[config.mk]
export PLATFORM = sky130hd
export DESIGN_NAME = lsu_mem_ctrl
export DESIGN_NICKNAME = d
export VERILOG_FILES = /design/src/rtl/lsu_mem_ctrl_pkg.sv /design/src/rtl/lsu_mem_ctrl_align.sv /design/src/rtl/lsu_mem_ctrl.sv
export SDC_FILE = /design/constraint.sdc
export NUM_CORES = 1
export LEC_CHECK = 0
export ABC_AREA = 1
export CAP_MARGIN = 10
export CORE_MARGIN = 5
export CORE_UTILIZATION = 30
export DETAILED_ROUTE_END_ITERATION = 8
export GPL_ROUTABILITY_DRIVEN = 1
export SYNTH_ARGS = -nofsm -noshare
export SYNTH_HDL_FRONTEND = slang
export SYNTH_SLANG_ARGS = --single-unit
[constraint.sdc]
create_clock -name i_Clk -period 4 [get_ports i_Clk]
set_clock_uncertainty 0.15 [all_clocks]
set_input_delay 0.6 -clock i_Clk [delete_from_list [all_inputs] [get_ports i_Clk]]
set_output_delay 0.6 -clock i_Clk [all_outputs]
set_load 0.01 [all_outputs]
[src/rtl/lsu_mem_ctrl_pkg.sv]
// Shared types, op encodings and helpers for the load/store memory controller.
package lsu_mem_ctrl_pkg;

  localparam int unsigned RAM_ADDR_W = 32;
  localparam int unsigned RAM_DATA_W = 32;
  localparam int unsigned OP_W       = 4;
  localparam int unsigned SIZE_W     = 3;

  // {is_store, funct3}
  localparam logic [OP_W-1:0] LSU_LB  = 4'b0000;
  localparam logic [OP_W-1:0] LSU_LH  = 4'b0001;
  localparam logic [OP_W-1:0] LSU_LW  = 4'b0010;
  localparam logic [OP_W-1:0] LSU_LBU = 4'b0100;
  localparam logic [OP_W-1:0] LSU_LHU = 4'b0101;
  localparam logic [OP_W-1:0] LSU_SB  = 4'b1000;
  localparam logic [OP_W-1:0] LSU_SH  = 4'b1001;
  localparam logic [OP_W-1:0] LSU_SW  = 4'b1010;

  typedef enum logic [1:0] {
    LSU_IDLE = 2'd0,
    LSU_ACC0 = 2'd1,
    LSU_ACC1 = 2'd2,
    LSU_DONE = 2'd3
  } lsu_state_e;

  typedef struct packed {
    logic [OP_W-1:0]       op;
    logic [RAM_ADDR_W-1:0] addr;
    logic [RAM_DATA_W-1:0] wdata;
  } lsu_req_t;

  function automatic logic op_legal(input logic [OP_W-1:0] op);
    case (op)
      LSU_LB, LSU_LH, LSU_LW, LSU_LBU, LSU_LHU,
      LSU_SB, LSU_SH, LSU_SW: return 1'b1;
      default:                return 1'b0;
    endcase
  endfunction

  function automatic logic [SIZE_W-1:0] op_size(input logic [1:0] size_code);
    case (size_code)
      2'b00:   return SIZE_W'(1);
      2'b01:   return SIZE_W'(2);
      default: return SIZE_W'(4);
    endcase
  endfunction

  // Sign/zero extension of the assembled load bytes by funct3.
  function automatic logic [RAM_DATA_W-1:0] load_extend(input logic [2:0]            funct3,
                                                        input logic [RAM_DATA_W-1:0] b);
    case (funct3)
      3'b000:  return {{24{b[7]}}, b[7:0]};
      3'b001:  return {{16{b[15]}}, b[15:0]};
      3'b100:  return {24'h0, b[7:0]};
      3'b101:  return {16'h0, b[15:0]};
      default: return b;
    endcase
  endfunction

endpackage

[src/rtl/lsu_mem_ctrl_align.sv]
// Lane mapping for one aligned word of a (possibly split) access: lane mask,
// merged store word and load bytes placed at their position within the access.
module lsu_mem_ctrl_align
  import lsu_mem_ctrl_pkg::*;
(
  input  logic [1:0]            offset,
  input  logic [SIZE_W-1:0]     size,
  input  logic                  word_idx,
  input  logic [RAM_DATA_W-1:0] store_data,
  input  logic [RAM_DATA_W-1:0] ram_word,
  output logic [3:0]            lane_mask,
  output logic [RAM_DATA_W-1:0] merged,
  output logic [RAM_DATA_W-1:0] load_bytes
);

  logic [3:0] pos;
  logic       hit;

  // pos is the byte's index within the access; the second word starts at 4-offset.
  always_comb begin
    lane_mask  = '0;
    merged     = ram_word;
    load_bytes = '0;
    pos        = '0;
    hit        = 1'b0;
    for (int lane = 0; lane < 4; lane++) begin
      if (word_idx) begin
        pos = 4'd4 - {2'b00, offset} + 4'(lane);
        hit = (offset != 2'b00) && (pos < {1'b0, size});
      end else begin
        pos = 4'(lane) - {2'b00, offset};
        hit = (4'(lane) >= {2'b00, offset}) && (pos < {1'b0, size});
      end
      if (hit) begin
        lane_mask[lane]              = 1'b1;
        merged[8*lane +: 8]          = store_data[8*pos[1:0] +: 8];
        load_bytes[8*pos[1:0] +: 8]  = ram_word[8*lane +: 8];
      end
    end
  end

endmodule

[src/rtl/lsu_mem_ctrl.sv]
// RV32I load/store initiator: B/H/W accesses to a word RAM with RMW sub-word
// stores and misaligned accesses split across two aligned words.
module lsu_mem_ctrl
  import lsu_mem_ctrl_pkg::*;
(
  input  logic                  i_Clk,
  input  logic                  i_reset,
  input  logic                  i_req_valid,
  output logic                  o_req_ready,
  input  logic [OP_W-1:0]       i_req_op,
  input  logic [RAM_ADDR_W-1:0] i_req_addr,
  input  logic [RAM_DATA_W-1:0] i_req_wdata,
  output logic                  o_resp_valid,
  output logic [RAM_DATA_W-1:0] o_resp_rdata,
  output logic                  o_resp_err,
  output logic [RAM_ADDR_W-1:0] o_r_addr,
  input  logic [RAM_DATA_W-1:0] i_r_data,
  output logic                  o_we,
  output logic [RAM_ADDR_W-1:0] o_w_addr,
  output logic [RAM_DATA_W-1:0] o_w_data
);

  lsu_state_e            state_q, state_d;
  lsu_req_t              req_q;
  logic [RAM_DATA_W-1:0] acc_q;

  logic                  is_store_c;
  logic [SIZE_W-1:0]     size_c;
  logic                  crosses_c;
  logic [RAM_ADDR_W-1:0] word_base_c;
  logic                  in_acc_c;
  logic [3:0]            lane_mask_c;
  logic [RAM_DATA_W-1:0] merged_c;
  logic [RAM_DATA_W-1:0] load_bytes_c;
  logic [RAM_DATA_W-1:0] assembled_c;

  assign is_store_c  = req_q.op[3];
  assign size_c      = op_size(req_q.op[1:0]);
  assign crosses_c   = ({2'b00, req_q.addr[1:0]} + {1'b0, size_c}) > 4'd4;
  assign word_base_c = {req_q.addr[RAM_ADDR_W-1:2], 2'b00};
  assign in_acc_c    = (state_q == LSU_ACC0) || (state_q == LSU_ACC1);

  lsu_mem_ctrl_align u_align (
    .offset     (req_q.addr[1:0]),
    .size       (size_c),
    .word_idx   (state_q == LSU_ACC1),
    .store_data (req_q.wdata),
    .ram_word   (i_r_data),
    .lane_mask  (lane_mask_c),
    .merged     (merged_c),
    .load_bytes (load_bytes_c)
  );

  // First-word bytes are held in acc_q while the second word is read.
  assign assembled_c = ((state_q == LSU_ACC1) ? acc_q : '0) | load_bytes_c;

  always_ff @(posedge i_Clk) begin
    if (i_reset) state_q <= LSU_IDLE;
    else         state_q <= state_d;
  end

  always_comb begin
    state_d     = state_q;
    o_req_ready = 1'b0;
    o_r_addr    = '0;
    o_we        = 1'b0;
    o_w_data    = '0;
    case (state_q)
      LSU_IDLE: begin
        o_req_ready = 1'b1;
        if (i_req_valid) state_d = op_legal(i_req_op) ? LSU_ACC0 : LSU_DONE;
      end
      LSU_ACC0: begin
        o_r_addr = word_base_c;
        o_we     = is_store_c && (|lane_mask_c) && !i_reset;
        o_w_data = merged_c;
        state_d  = crosses_c ? LSU_ACC1 : LSU_DONE;
      end
      LSU_ACC1: begin
        o_r_addr = word_base_c + RAM_ADDR_W'(4);
        o_we     = is_store_c && (|lane_mask_c) && !i_reset;
        o_w_data = merged_c;
        state_d  = LSU_DONE;
      end
      default: begin
        state_d = LSU_IDLE;
      end
    endcase
    o_w_addr = o_r_addr;
  end

  // Request latch, load accumulator and registered response.
  always_ff @(posedge i_Clk) begin
    if (i_reset) begin
      req_q        <= '0;
      acc_q        <= '0;
      o_resp_valid <= 1'b0;
      o_resp_rdata <= '0;
      o_resp_err   <= 1'b0;
    end else begin
      if ((state_q == LSU_IDLE) && i_req_valid) begin
        req_q <= '{op: i_req_op, addr: i_req_addr, wdata: i_req_wdata};
      end
      if (in_acc_c) acc_q <= assembled_c;
      o_resp_valid <= (state_d == LSU_DONE);
      o_resp_err   <= (state_q == LSU_IDLE) && (state_d == LSU_DONE);
      o_resp_rdata <= ((state_d == LSU_DONE) && in_acc_c && !is_store_c)
                      ? load_extend(req_q.op[2:0], assembled_c) : '0;
    end
  end

endmodule
=== Word-level counts from Yosys, hierarchy flattened ===
Memory sizes are Yosys's and may differ from the RTL's.
Cells that the tools add are included.

* Bits in registers: 136
* Latch bits: 0
* Memory bits (writable): 0
* ROM bits: 16
* Logic and storage cells: 116
* Memories: 1

* $add $sub $neg: 14
* Multiply operators: 0
* Div/mod/pow operators: 0
* $lt $le $gt $ge: 12
* Equal/unequal tests: 7
* Shift operators: 12
* Multiplexer cells: 36
* Bitwise logic cells: 3
* Reduce and logical (&&, ||, !) cells: 23

{| class="wikitable"
|+ Memory list
! name !! words !! bits a word !! rd ports !! clocked after Yosys merged registers in !! wr ports !! line !! source
|-
| (name not given) || 16 || 1 || 1 || 0 || 0 || lsu_mem_ctrl_pkg.sv:33 || <nowiki>case (op)</nowiki>
|}

{| class="wikitable"
|+ Operators with widths
! kind !! number
|-
| $mux 32 || 6
|-
| $neg 5->34 || 4
|-
| $shift 8x34->32 const A || 4
|-
| $shiftx 8x34->32 || 4
|-
| $pmux 32 s4 || 1
|-
| $shiftx 32x6->8 || 4
|-
| $bwmux 32 || 3
|-
| $pmux 32 s2 || 1
|-
| $add 32x3->32 const B || 1
|-
| $and 32x32->32 || 1
|-
| $lt 4x3->1 || 8
|-
| $mux 8 || 4
|-
| $or 32x32->32 || 1
|-
| $logic_and 1x1->1 || 13
|-
| $mux 1 || 13
|-
| $mux 2 || 6
|-
| $add 4x2->4 const B || 2
|-
| $eq 3x3->1 const B || 2
|-
| $pmux 2 s3 || 1
|-
| $pmux 3 s2 || 1
|-
| $sub 1x2->3 const A || 2
|-
| $sub 2x2->3 const A || 2
|-
| $add 2x3->4 || 1
|-
| $add 4x1->4 const B || 1
|-
| 15 further kinds || 21
|}

=== Depth between registers and ports, before layout ===
* Depth in word-level cells: 14
* Gate-level depth with buffers: 23

=== Hierarchy ===
Synthesis repeated with hierarchy kept, for this count alone.

* Cells, all modules: 1791
* Area, all modules: 10735.3 sq um

{| class="wikitable"
|+ By module, submodules not included
! module !! instances !! cells an instance !! area each (sq um) !! seq. area each (sq um)
|-
| lsu_mem_ctrl || 1 || 1009 || 6950.4 || 2722.6
|-
| lsu_mem_ctrl_align || 1 || 782 || 3784.9 || 0.0
|}

=== Least setup slack after synthesis ===
No wires, ideal clock.

* Path kind: reg2out
* Start: reg req_q[32] in the netlist's numbering
* End: out o_w_data[0]
* Arrival time: 3006 ps
* Data required time: 3250 ps
* Slack: 244 ps
* Cell stages (with the launch flop): 17
* Buffers on the path: 7
* Path through: dfxtp_1 -> buf_6 -> inv_4 -> ha_1 -> inv_2 -> clkbuf_1 -> clkbuf_1 -> ha_1 -> nor2_1 -> o21ai_0 -> nand2_1 -> nand2_2 -> buf_6 -> buf_6 -> buf_6 -> buf_2 -> a211oi_1

* Longest elaborated chain between the ends: 6

{| class="wikitable"
|+ Ends and longest elaborated chain
! item !! line !! source
|-
| from (decl) || lsu_mem_ctrl.sv:24 || <nowiki>lsu_req_t req_q;</nowiki>
|-
| from (signal assigned) || lsu_mem_ctrl.sv:102 || <nowiki>req_q <= '{op: i_req_op, addr: i_req_addr, wdata: i_req_wdata};</nowiki>
|-
| branches (longest 4 deep; another with $sub 3x2->4) || -- ||
|-
| $mux 8 (*) || lsu_mem_ctrl_align.sv:34 || <nowiki>if (hit) begin</nowiki>
|-
| $mux 32 (*) || lsu_mem_ctrl.sv:68 || <nowiki>case (state_q)</nowiki>
|-
| to (decl) || lsu_mem_ctrl.sv:20 || <nowiki>output logic [RAM_DATA_W-1:0] o_w_data</nowiki>
|}

Every way passes the cells marked *.

=== Worst setup path after layout ===
* Start: reg req_q[33] in the netlist's numbering
* End: out o_w_data[15]

* Longest elaborated chain between the ends: 7

{| class="wikitable"
|+ Ends and longest elaborated chain
! item !! line
|-
| branches (longest 5 deep; another with $sub 3x2->4) || --
|-
| $mux 8 (*) || lsu_mem_ctrl_align.sv:34
|-
| $mux 32 (*) || lsu_mem_ctrl.sv:68
|}

Marked as above.

==> qor.yml <==
dieArea_sq_mm: 0.0373
syn_avg_cell_area_sq_um: 6.12
initial_core_util_pct: 30.2
synthXorXnorAreaFrac_pct: 0.174
synth-compound-area-share_pct: 21.6
timing.final.max_slew_violations: 0
grt_usage_pct: 21.3
viasPerCell: 5.05
period_needed_ns: 3.86
cts_made_buffers: 17
ctsLongestPathBuffers: 2
setup_slack_ns: 0.142
yosys_warnings: 0
whs_path_depth: 2
antenna_found_initial: 3
hold_path_class: "reg2reg"
maxSlewHeadroom_pct: 29.6
wl_um: 40700
worst_ir_drop_vdd_mv: 0.352
final_cell_mix: "nand2_1 (364), clkdlybuf4s50_1 (227), inv_1 (210)"
core_sq_mm: 0.0333
worstPathArrival_ns: 3.11
switching_share_pct: 49.8
firstDrtPassIters: 5
hold_violations: 0
ys_seq_elements: 136
dr_total_vias: 11400
grt_remaining_overflow: 0
p_switching_uw: 4580
synth_fa_ha_area_share_pct: 2.86
cts_tree: "yes"
ys_seq_area_share_pct: 27.1
ff2ff_path_depth: 15
cts-root-buf: "clkbuf_16"
p_leak_uw: 0.00541
path_max_fanout: 17
ant_nets: 0
clkTransAtPathRegs_ns: 0.06
drt_iter0_markers: 786
synth_cells: 1644
io_pins: 235
slowest_delay_ns: 0.49
seq_power_share_pct: 20.7
htreeDepth: 4
status: "finished clean"
critPathMostFrequentCell: "a21oi_1"
power_uw: 9190
drc: 0
grt_pass1_wl_um: 61400
maxCapViolCount: 0
crit_path_end_kind: "output port"
whs_ns: 0.331
die_width_um: 193
fmax_ghz: 0.259
path_cells: "inv_1 > ha_4 > inv_2 > nor2_2 > nor2_4 > a21oi_1 > buf_6 > clkinvlp_4 > buf_2 > buf_4 > a21oi_1 > a21oi_1 > clkdlybuf4s50_1"
wire_per_inst_um: 18.0
cp.required_ns: 3.25
grt_start_max_net_pins: 108
clock_latency_ns: 0.44
synth_cell_type_count: 45
die_h_um: 193
dp_hpwl_um: 31200
grt_pass1_vias: 10700
slowest_stage: "clkdlybuf4s50_1"
synth-simple-area-share_pct: 32.4
row_count: 67
place_ws_ns: 0.481
area_growth_pct: 30.5
fin_crit_sh_pct: 96.5
layout.nets: 1920
final_core_utilization_pct: 39.4
p_int_uw: 4610
worst_pin_slew_ns: 1.06
netlist_area_sq_mm: 0.0101
synth_top_family_by_area: "simple AND/OR/NAND/NOR gates"
power_density_mw_per_mm2: 701
synth.area.mux_share_pct: 0
combPwrFrac_pct: 61.5
final_common_cell: "nand2_1"
clkSinkCount: 136
io_buffers: 230
place_congestion: 0.918
drive_gt1_share_pct: 7.47
rrSetupSlack_ns: 0.65
p_clk_share_pct: 17.8
crit_type: "reg2out"
critPathLaunchType: "flip-flop"
hold_buffers: 0
setup_violations: 0
==> final timing paths <==
kind	startpoint	endpoint
max	req_q[33]$_SDFFE_PP0P_	o_w_data[15]
min	req_q[24]$_SDFFE_PP0P_	req_q[24]$_SDFFE_PP0P_
max reg2reg	req_q[33]$_SDFFE_PP0P_	acc_q[20]$_SDFFE_PP0P_
min reg2reg	req_q[24]$_SDFFE_PP0P_	req_q[24]$_SDFFE_PP0P_
==> per-layer routing <==
| metal | track usage, % | part of all wire, % | vias up |
|---|---|---|---|
| li1 | - | - | 5655 |
| met1 | 27.2 | 43 | 5234 |
| met2 | 36.1 | 47 | 417 |
| met3 | 4.66 | 6.8 | 74 |
| met4 | 6.64 | 2.7 | 2 |
| met5 | 0 | 0.032 | - |
==> sequential cells by signal (all words and copies together) (netlist names) <==
signal / cells
req_q: 67
is_store_c: 1
acc_q: 32
o_resp_err: 1
state_q: 2
o_resp_valid: 1
o_resp_rdata: 32
==> cell usage after synthesis, drive strengths merged <==
library cell	number	area [sq um]
a211oi	54	410
a21oi	135	694
a221oi	10	87.6
a31oi	12	75.1
and3	6	37.5
buf	74	509
clkbuf	61	229
clkinv	2	7.51
conb	1	3.75
dfxtp	136	2720
ha	23	288
inv	223	842
nand2	381	1480
nand3	126	653
nand4	20	125
nor2	162	673
nor3	27	146
nor4	16	100
o2111ai	1	8.76
o211ai	4	35.0
o21ai	130	651
o21bai	8	67.6
o221ai	1	8.76
o22ai	22	138
or2	7	43.8
xor2	2	17.5
==> cells by family after synthesis <==
logic type / after synthesis
xor+xnor: 2
buf+inv: 360
simple gates: 745
other cells: 1
compound gates: 377
fa+ha+maj: 23
flops: 136
==> cell type report <==
type                            instances  area, sq um
Sequential cell                       136         2730
Multi-Input combinational cell       1151         5820
Inverter                              225          853
Clock inverter                         14          165
Fill cell                            3653        20200
Antenna cell                            1         2.50
Timing Repair Buffer                  263         2560
Clock buffer                           18          439
Tap cell                              448          561
==> power by group through the flow <==
stage | combinational [uW] | clock, uW | sequential, uW
after floorplan | 3630 | 0 | 1880
after global routing | 6210 | 1740 | 1940
after global placement | 5470 | 0 | 1920
after CTS | 5550 | 1670 | 1900
final | 5650 | 1640 | 1900
after detailed placement | 5530 | 0 | 1930
==> through the flow <==
stage                     setup TNS (ns)  cell area (sq um)  instances
after CTS                              0              13000       2252
after floorplan                        0              10100       1647
after global placement                 0              12400       2220
after detailed placement               0              12400       2220
final                                  0              13100       2256
after global routing             -0.0441              13100       2256
==> worst max-delay path, delay by kind of cell, from the launching register on <==
kind	cells	cell delay [ns]
AO/OA/AOI/OAI	3	0.35
adder cells (fa/ha/maj)	1	0.35
buffers and inverters	7	1.40
flip-flops	1	0.33
AND/OR/NAND/NOR	2	0.23
==> repair_timing <==
action / 4_1_cts / 5_1_grt
setup buffers: 0 / 3
gates resized for setup: 1 / 16
pin swaps: 0 / 1
setup endpoints to repair: 2 / 40
Power figures use the tool's default switching activity.
